`src/rtl/instruction_fetch.sv`:
```
// Instruction fetch unit: walks a fetch PC through a combinational instruction
// memory and queues {pc, instruction} pairs for the decoder. Optional macro
// QX1_FETCH_DEEP_QUEUE_EN deepens the queue from 2 to 4 entries.
module instruction_fetch #(
    parameter logic [15:0] RESET_PC = 16'h0000,
    parameter int          PC_STEP  = 2
) (
    input  logic        clk,
    input  logic        rst,
    output logic [15:0] imem_pc,
    input  logic [15:0] imem_instruction,
    input  logic        redirect,
    input  logic [15:0] redirect_pc,
    input  logic        halt,
    output logic        out_valid,
    output logic [15:0] out_instruction,
    output logic [15:0] out_pc,
    input  logic        out_ready,
    output logic        fetch_busy
);

`ifdef QX1_FETCH_DEEP_QUEUE_EN
    localparam int DEPTH = 4;
    localparam int CW    = 3;
`else
    localparam int DEPTH = 2;
    localparam int CW    = 2;
`endif
    localparam int PW = $clog2(DEPTH);
    localparam logic [CW-1:0] FULL_COUNT = CW'(DEPTH);

    typedef enum logic [1:0] {FETCH, FULL, HALTED} state_t;

    state_t          state_reg, state_next;
    logic [15:0]     fetch_pc_reg, fetch_pc_next;
    logic [CW-1:0]   count_reg, count_next;
    logic [PW-1:0]   wr_ptr_reg, wr_ptr_next;
    logic [PW-1:0]   rd_ptr_reg, rd_ptr_next;
    logic            push, pop;
    logic [15:0]     pc_mem    [DEPTH];
    logic [15:0]     instr_mem [DEPTH];
    logic            unused_redirect_lsb;

    // Targets are forced to halfword alignment, so bit 0 is never used.
    assign unused_redirect_lsb = redirect_pc[0];

    assign imem_pc    = fetch_pc_reg;
    assign out_valid  = (count_reg != '0);
    assign fetch_busy = (state_reg == FETCH);

    // A redirect squashes both queue operations on its edge; halt blocks new
    // fetches immediately. A push into a full queue is allowed only alongside a pop.
    assign pop  = out_valid && out_ready && !redirect;
    assign push = (state_reg == FETCH) && !halt && !redirect &&
                  ((count_reg != FULL_COUNT) || pop);

    always_comb begin
        fetch_pc_next = fetch_pc_reg;
        count_next    = count_reg;
        wr_ptr_next   = wr_ptr_reg;
        rd_ptr_next   = rd_ptr_reg;
        if (redirect) begin
            fetch_pc_next = {redirect_pc[15:1], 1'b0};
            count_next    = '0;
            wr_ptr_next   = '0;
            rd_ptr_next   = '0;
        end else begin
            if (push) begin
                fetch_pc_next = fetch_pc_reg + 16'(PC_STEP);
                wr_ptr_next   = wr_ptr_reg + 1'b1;
            end
            if (pop) begin
                rd_ptr_next = rd_ptr_reg + 1'b1;
            end
            case ({push, pop})
                2'b10:   count_next = count_reg + 1'b1;
                2'b01:   count_next = count_reg - 1'b1;
                default: count_next = count_reg;
            endcase
        end
    end

    always_comb begin
        state_next = state_reg;
        if (halt) begin
            state_next = HALTED;
        end else if (redirect) begin
            state_next = FETCH;
        end else begin
            case (state_reg)
                FETCH:   if ((count_next == FULL_COUNT) && !pop) state_next = FULL;
                FULL:    if (pop) state_next = FETCH;
                HALTED:  state_next = FETCH;
                default: state_next = FETCH;
            endcase
        end
    end

    always_ff @(posedge clk or posedge rst) begin
        if (rst) begin
            state_reg    <= FETCH;
            fetch_pc_reg <= RESET_PC;
            count_reg    <= '0;
            wr_ptr_reg   <= '0;
            rd_ptr_reg   <= '0;
        end else begin
            state_reg    <= state_next;
            fetch_pc_reg <= fetch_pc_next;
            count_reg    <= count_next;
            wr_ptr_reg   <= wr_ptr_next;
            rd_ptr_reg   <= rd_ptr_next;
        end
    end

    // Queue storage carries no reset; the head outputs are masked by out_valid.
    generate
        for (genvar gi = 0; gi < DEPTH; gi++) begin : g_entry
            always_ff @(posedge clk) begin
                if (push && (wr_ptr_reg == PW'(gi))) begin
                    pc_mem[gi]    <= fetch_pc_reg;
                    instr_mem[gi] <= imem_instruction;
                end
            end
        end
    endgenerate

    assign out_pc          = out_valid ? pc_mem[rd_ptr_reg]    : 16'h0000;
    assign out_instruction = out_valid ? instr_mem[rd_ptr_reg] : 16'h0000;

endmodule

```
`config.mk`:
```
export PLATFORM = sky130hd
export DESIGN_NAME = instruction_fetch
export DESIGN_NICKNAME = d
export VERILOG_FILES = /design/src/rtl/instruction_fetch.sv
export SDC_FILE = /design/constraint.sdc
export NUM_CORES = 1
export LEC_CHECK = 0
export BUFFER_PORTS_ARGS = -buffer_cell sky130_fd_sc_hd__buf_2
export CAP_MARGIN = 10
export CELL_PAD_IN_SITES_DETAIL_PLACEMENT = 1
export CELL_PAD_IN_SITES_GLOBAL_PLACEMENT = 2
export CORE_MARGIN = 2
export CORE_UTILIZATION = 32
export DETAILED_ROUTE_END_ITERATION = 10
export GPL_ROUTABILITY_DRIVEN = 0
export PLACE_DENSITY_LB_ADDON = 0.08
export SYNTH_ARGS = -nofsm -noshare
export SYNTH_HDL_FRONTEND = slang
export SYNTH_SLANG_ARGS = --single-unit
```
`constraint.sdc`:
```
create_clock -name clk -period 3.05 [get_ports clk]
set_input_delay 0 -clock clk [delete_from_list [all_inputs] [get_ports clk]]
set_output_delay 0 -clock clk [all_outputs]
set_load 0.01 [all_outputs]
```
Word level (Yosys, flattened, before mapping) --
Memories as Yosys holds them, arrays and structs flattened. Index checks and enable logic that the tools add are counted.
Word-level totals: register bits 22, memory bits (writable) 64, input bits 37, logic and storage cells 64, memories 2
Cells by class: add/sub/neg operators 5, equal/unequal tests 7, muxes and demuxes 25, bitwise logic cells 1, reduce and logical (&&, ||, !) cells 19
Memories:
- instr_mem | words 2, bits a word 16, rd ports 1, clocked after memory_dff 0, write ports 1, line 41 | logic [15:0] instr_mem [DEPTH];
- pc_mem | words 2, bits a word 16, rd ports 1, clocked after memory_dff 0, write ports 1, line 40 | logic [15:0] pc_mem [DEPTH];
Operator list (number):
- two-way mux 16 bit | 6
- OR reduction 16 bit | 2
- adder 16 x 2 -> 16 bit, second input constant | 1
- two-way mux 1 bit | 12
- two-way mux 2 bit | 5
- logical AND 1 bit | 8
- case mux 2 bit (2 select lines) | 2
- nonzero test 2 bit | 3
- == test 2 x 1 -> 1 bit, second input constant | 2
- == test 2 bit, second input constant | 2
- inequality test 4 x 3 -> 1 bit, second input constant | 1
- inequality test 4 bit, second input constant | 1
- zero test 1 bit | 3
- adder 1 bit, second input constant | 2
- adder 2 x 1 -> 2 bit, second input constant | 1
- zero test 2 bit | 1
- inequality test 2 bit, second input constant | 1
- AND reduction 2 bit | 1
- subtractor 2 x 1 -> 2 bit, second input constant | 1
- logical OR 1 bit | 1
- NOT 1 bit | 1

Logic depth before layout (Yosys ltp) --
word-level depth 14, gate-level depth with buffers 6, depth with buffers taken out 5

Least setup slack after synthesis --
OpenSTA, ideal clock, no wires.
path kind register to register, start reg state_reg[0], end mem instr_mem[0][0], enable pin, arrival time 2.694 ns, required time 2.631 ns, setup slack -0.063 ns, cell stages (with the launch flop) 6, path buffers 2, cell sequence dfrtp_1 -> or4_1 -> buf_2 -> a21o_1 -> buf_2 -> nor2_1
Between the ends: cells in the longest elaborated chain, start to end 9, elaborated cells on any way between the ends 13, classes of those cells mux (6); reduce/logical (7)
Ends and longest elaborated chain:
- start, declared | line 34 | state_t state_reg, state_next;
- start signal, assigned | line 107 | state_reg <= state_next;
- zero test 2 bit (*) | line 54 | assign push = (state_reg == FETCH) && !halt && !redirect &&
- logical AND 1 bit (*) (3 in series) | line 54
- logical AND 1 bit | line 119 | if (push && (wr_ptr_reg == PW'(gi))) begin
- two-way mux 1 bit | line 119
- two-way mux 1 bit (implied by the code) | line 121 | instr_mem[gi] <= imem_instruction;
- OR reduction 16 bit (no line)
- two-way mux 1 bit (no line)
- end, declared | line 41
Mark *: on every way between the ends. The rest lies on a longest branch, timed or not.

Worst setup path in the final report --
start reg state_reg[0], end reg fetch_pc_reg[3] (netlist: imem_pc[3])
Between the ends: cells in the longest elaborated chain, start to end 5
Ends and longest elaborated chain:
- zero test 2 bit | line 54
- logical AND 1 bit (3 in series) | line 54
- nonzero test 2 bit (no line)
- end signal, assigned | line 108 | fetch_pc_reg <= fetch_pc_next;
- end, declared | line 35 | logic [15:0] fetch_pc_reg, fetch_pc_next;
Every way passes these cells. A chain may end at the register's enable or synchronous reset.

==> metrics.md <==
| Metric | Value |
|---|---|
| CTS H-tree lvls | 3 |
| Post-synthesis mux area share | approximately an eighth |
| Multi-input gate area | approximately 0.0011 mm^2 |
| Synth Area in Simple Gates | a little over a tenth |
| DRC violations left | 0 |
| Clock Latency Late Sink | ~0.36 ns |
| Top Ports | 87 |
| RSZ-0062 raised after global routing | false |
| Crit share post-route | between 70% and 80% |
| CP startpoint kind | flip-flop |
| Final core occ | a little over two fifths |
| Synth top area cells | edfxtp_1, dfrtp_1, mux2i_1 |
| FF+latch count, synth | just over 80 |
| Max-capacitance violation count | 0 |
| Largest family of logic cells by synthesized area | multiplexers |
| VDD IR max | around 0.2 mV |
| Endpoints failing setup | 0 |
| Final hold viol count | 0 |
| FFs w/ async S/R, synth | about a quarter |
| CTS sink count | a little over 80 |
| Distinct cells, synth | 43 |
| Top_reg_cell synth | edfxtp_1 |
| Placed wire-length estimate | 5290 um |
| Net count, final | 422 |
| Sequential area share after synthesis | 66.5% |
| CP Max Fanout | 13 |
| Critical Path AT | 2.58 ns |
| Drt initial violations | 70 |
| Setup TNS Final | 0 ns |
| Synthesized instance count | 265 |
| Biggest register | instr_mem |
| Final Power | roughly 2.3 mW |
| Clock-pin slew on the worst setup and hold paths | 0.10 ns |
| Drt via density | 4.78 |
| Die ar. | approximately 0.012 mm^2 |
| Die Span Y | between 100 and 150 um |
| Hold WC Path Type | primary input to flip-flop |
| Pleak | 1.83 nW |
| Kind of critical path | flip-flop to flip-flop |
| DIE WIDTH | ~110 um |
| Vias | 2,526 |
| Top-count cell post-synth | edfxtp_1 |
| Post-CTS resize count | 0 |
| FF/Latch Area | approximately 0.0024 mm^2 |
| Initial Utilization | 33.0% |
| Synth Area in XOR/XNOR | less than 1% |
| Syn avg cell area | 13.5 um^2 |
| Total Wirelength | 8350 um |
| Ratio of cells with drive above 1 in the final layout | just under 30% |
| Post-synth EDFFs | between 60 and 70 |
| Status | finished clean |
| Antenna diodes | 0 |
| DR WL/cell | about 16 um |
| Final Skew | between 0.01 and 0.015 ns |
| Synth area leader | edfxtp_1 |
| CTS tree | yes |
| WHS | approximately 0.038 ns |
| CP endpoint kind | flip-flop |
| Rows | 38 |
| Power Density | around 500 mW/mm^2 |
| CP required | about 3.3 ns |
| Initial antenna violation count | 0 |
| Post-Synth Adder-Cell Area | 0.349% |
| Drt first pass iters | 4 |
| Fmax | between 400 and 500 MHz |
| TritonCTS Buffers | 9 |
| GRT Util Overall | about 15% |
| Core area | between 0.01 and 0.015 mm^2 |
| Min cycle time layout | approximately 2.3 ns |
| Largest net degree at the start of global routing | 33 |
| Final antenna-violating net count | 0 |
| Relative slew margins | between 30% and 40% |
| Worst-Margin Slew | about 1 ns |
| Synth warn | 0 |
| Area grow syn2layout | 31.2% |
| Most common library cells after synthesis | edfxtp_1, mux2i_1, nor2_1 |
| Placed Area | about 0.0042 mm^2 |
| Global-route wire length before repair | 13,100 um |
| Final Slew Violations | 0 |
| IO Port Bufs | 83 |
| Largest register FFs | 32 |
| Yosys top cell area share | between 50% and 60% |
| Fillcell total | between 1k and 1.5k |
| Root Driver | clkbuf_8 |
| GRT overflow | 0 |
| Cell Area, Synth | ~0.0036 mm^2 |
| Vias in the first global route | 2,575 |
| Clock buffer depth | 2 |
| Post-route cell area | 0.00471 mm^2 |
| Synth Area in Compound Gates | roughly 6.7% |
==> timing repair <==
| item | 4_1_cts | 5_1_grt |
|---|---|---|
| hold buffers | 33 | 0 |
| endpoints found under the hold margin | 70 | 0 |
| setup buffers | 0 | 0 |
==> cell type report <==
type | count | share of cell area [%]
repair buffers | 123 | 17.5
clock buffers | 9 | 2.63
multi-input cells | 159 | 23.6
clock inverters | 7 | 1.22
well taps | 140 | 3.72
inverters | 8 | 0.638
flip-flops and latches | 83 | 50.7
==> routing by layer <==
layer / GRT usage [%] / vias to the layer above / wire length (um)
met5: 0 / - / 0
met4: 5.42 / 0 / 124
met3: 2.25 / 9 / 343
met2: 23.8 / 60 / 3960
met1: 19.4 / 1236 / 3930
li1: - / 1221 / -
==> path summary, 6_finish.rpt <==
kind                                   start      endpoint  slack (ns)  cells after the start
worst max-delay path            state_reg[0]    imem_pc[3]        0.74                      5
worst min-delay path               out_ready  state_reg[0]        0.04                      4
worst max register to register  state_reg[0]    imem_pc[3]        0.74                      5
worst min register to register  state_reg[1]  state_reg[0]        0.46                      1
max in group asynchronous                rst    rd_ptr_reg        2.05                      3
min in group asynchronous                rst  count_reg[1]        0.38                      3
==> cells in the final DEF, fill, tap and decap left out, types with 5 or more instances in the layout <==
cell type and instances:
nand3_1 8, dfrtp_1 20, mux2i_1 39, inv_1 8, buf_2 83, a221o_1 5, clkbuf_8 9, dlygate4sd3_1 33
nor2_1 35, nor3_1 5, buf_4 5, nand2_1 13, edfxtp_1 62
==> kinds of logic after synthesis <==
group,after synthesis
simple gates,81
xor+xnor,3
compound gates,29
other cells,1
mux,43
buf+inv,24
flops,83
fa+ha+maj,1
==> where the power goes <==
part	leakage [nW]	switching (mW)	internal, mW	total, mW
Sequential	0.824	0.0590	1.26	1.32
Combinational	0.916	0.115	0.117	0.232
Clock	0.0886	0.423	0.308	0.732
==> critical path, stage by stage, from the launching register on <==
cell     delay, ns
dfrtp_1       0.40
or4_1         0.67
a21oi_4       0.40
buf_4         0.25
mux2_2        0.34
o21ai_0       0.15
==> per-stage QoR <==
| stage | instances | setup WS (ns) |
|---|---|---|
| floorplan | 266 | 0.410 |
| global placement | 480 | 0.790 |
| detailed placement | 480 | 0.761 |
| CTS | 529 | 0.737 |
| global route | 529 | 0.602 |
| finish | 529 | 0.745 |
Note: power is estimated with default switching activity, not from simulation.
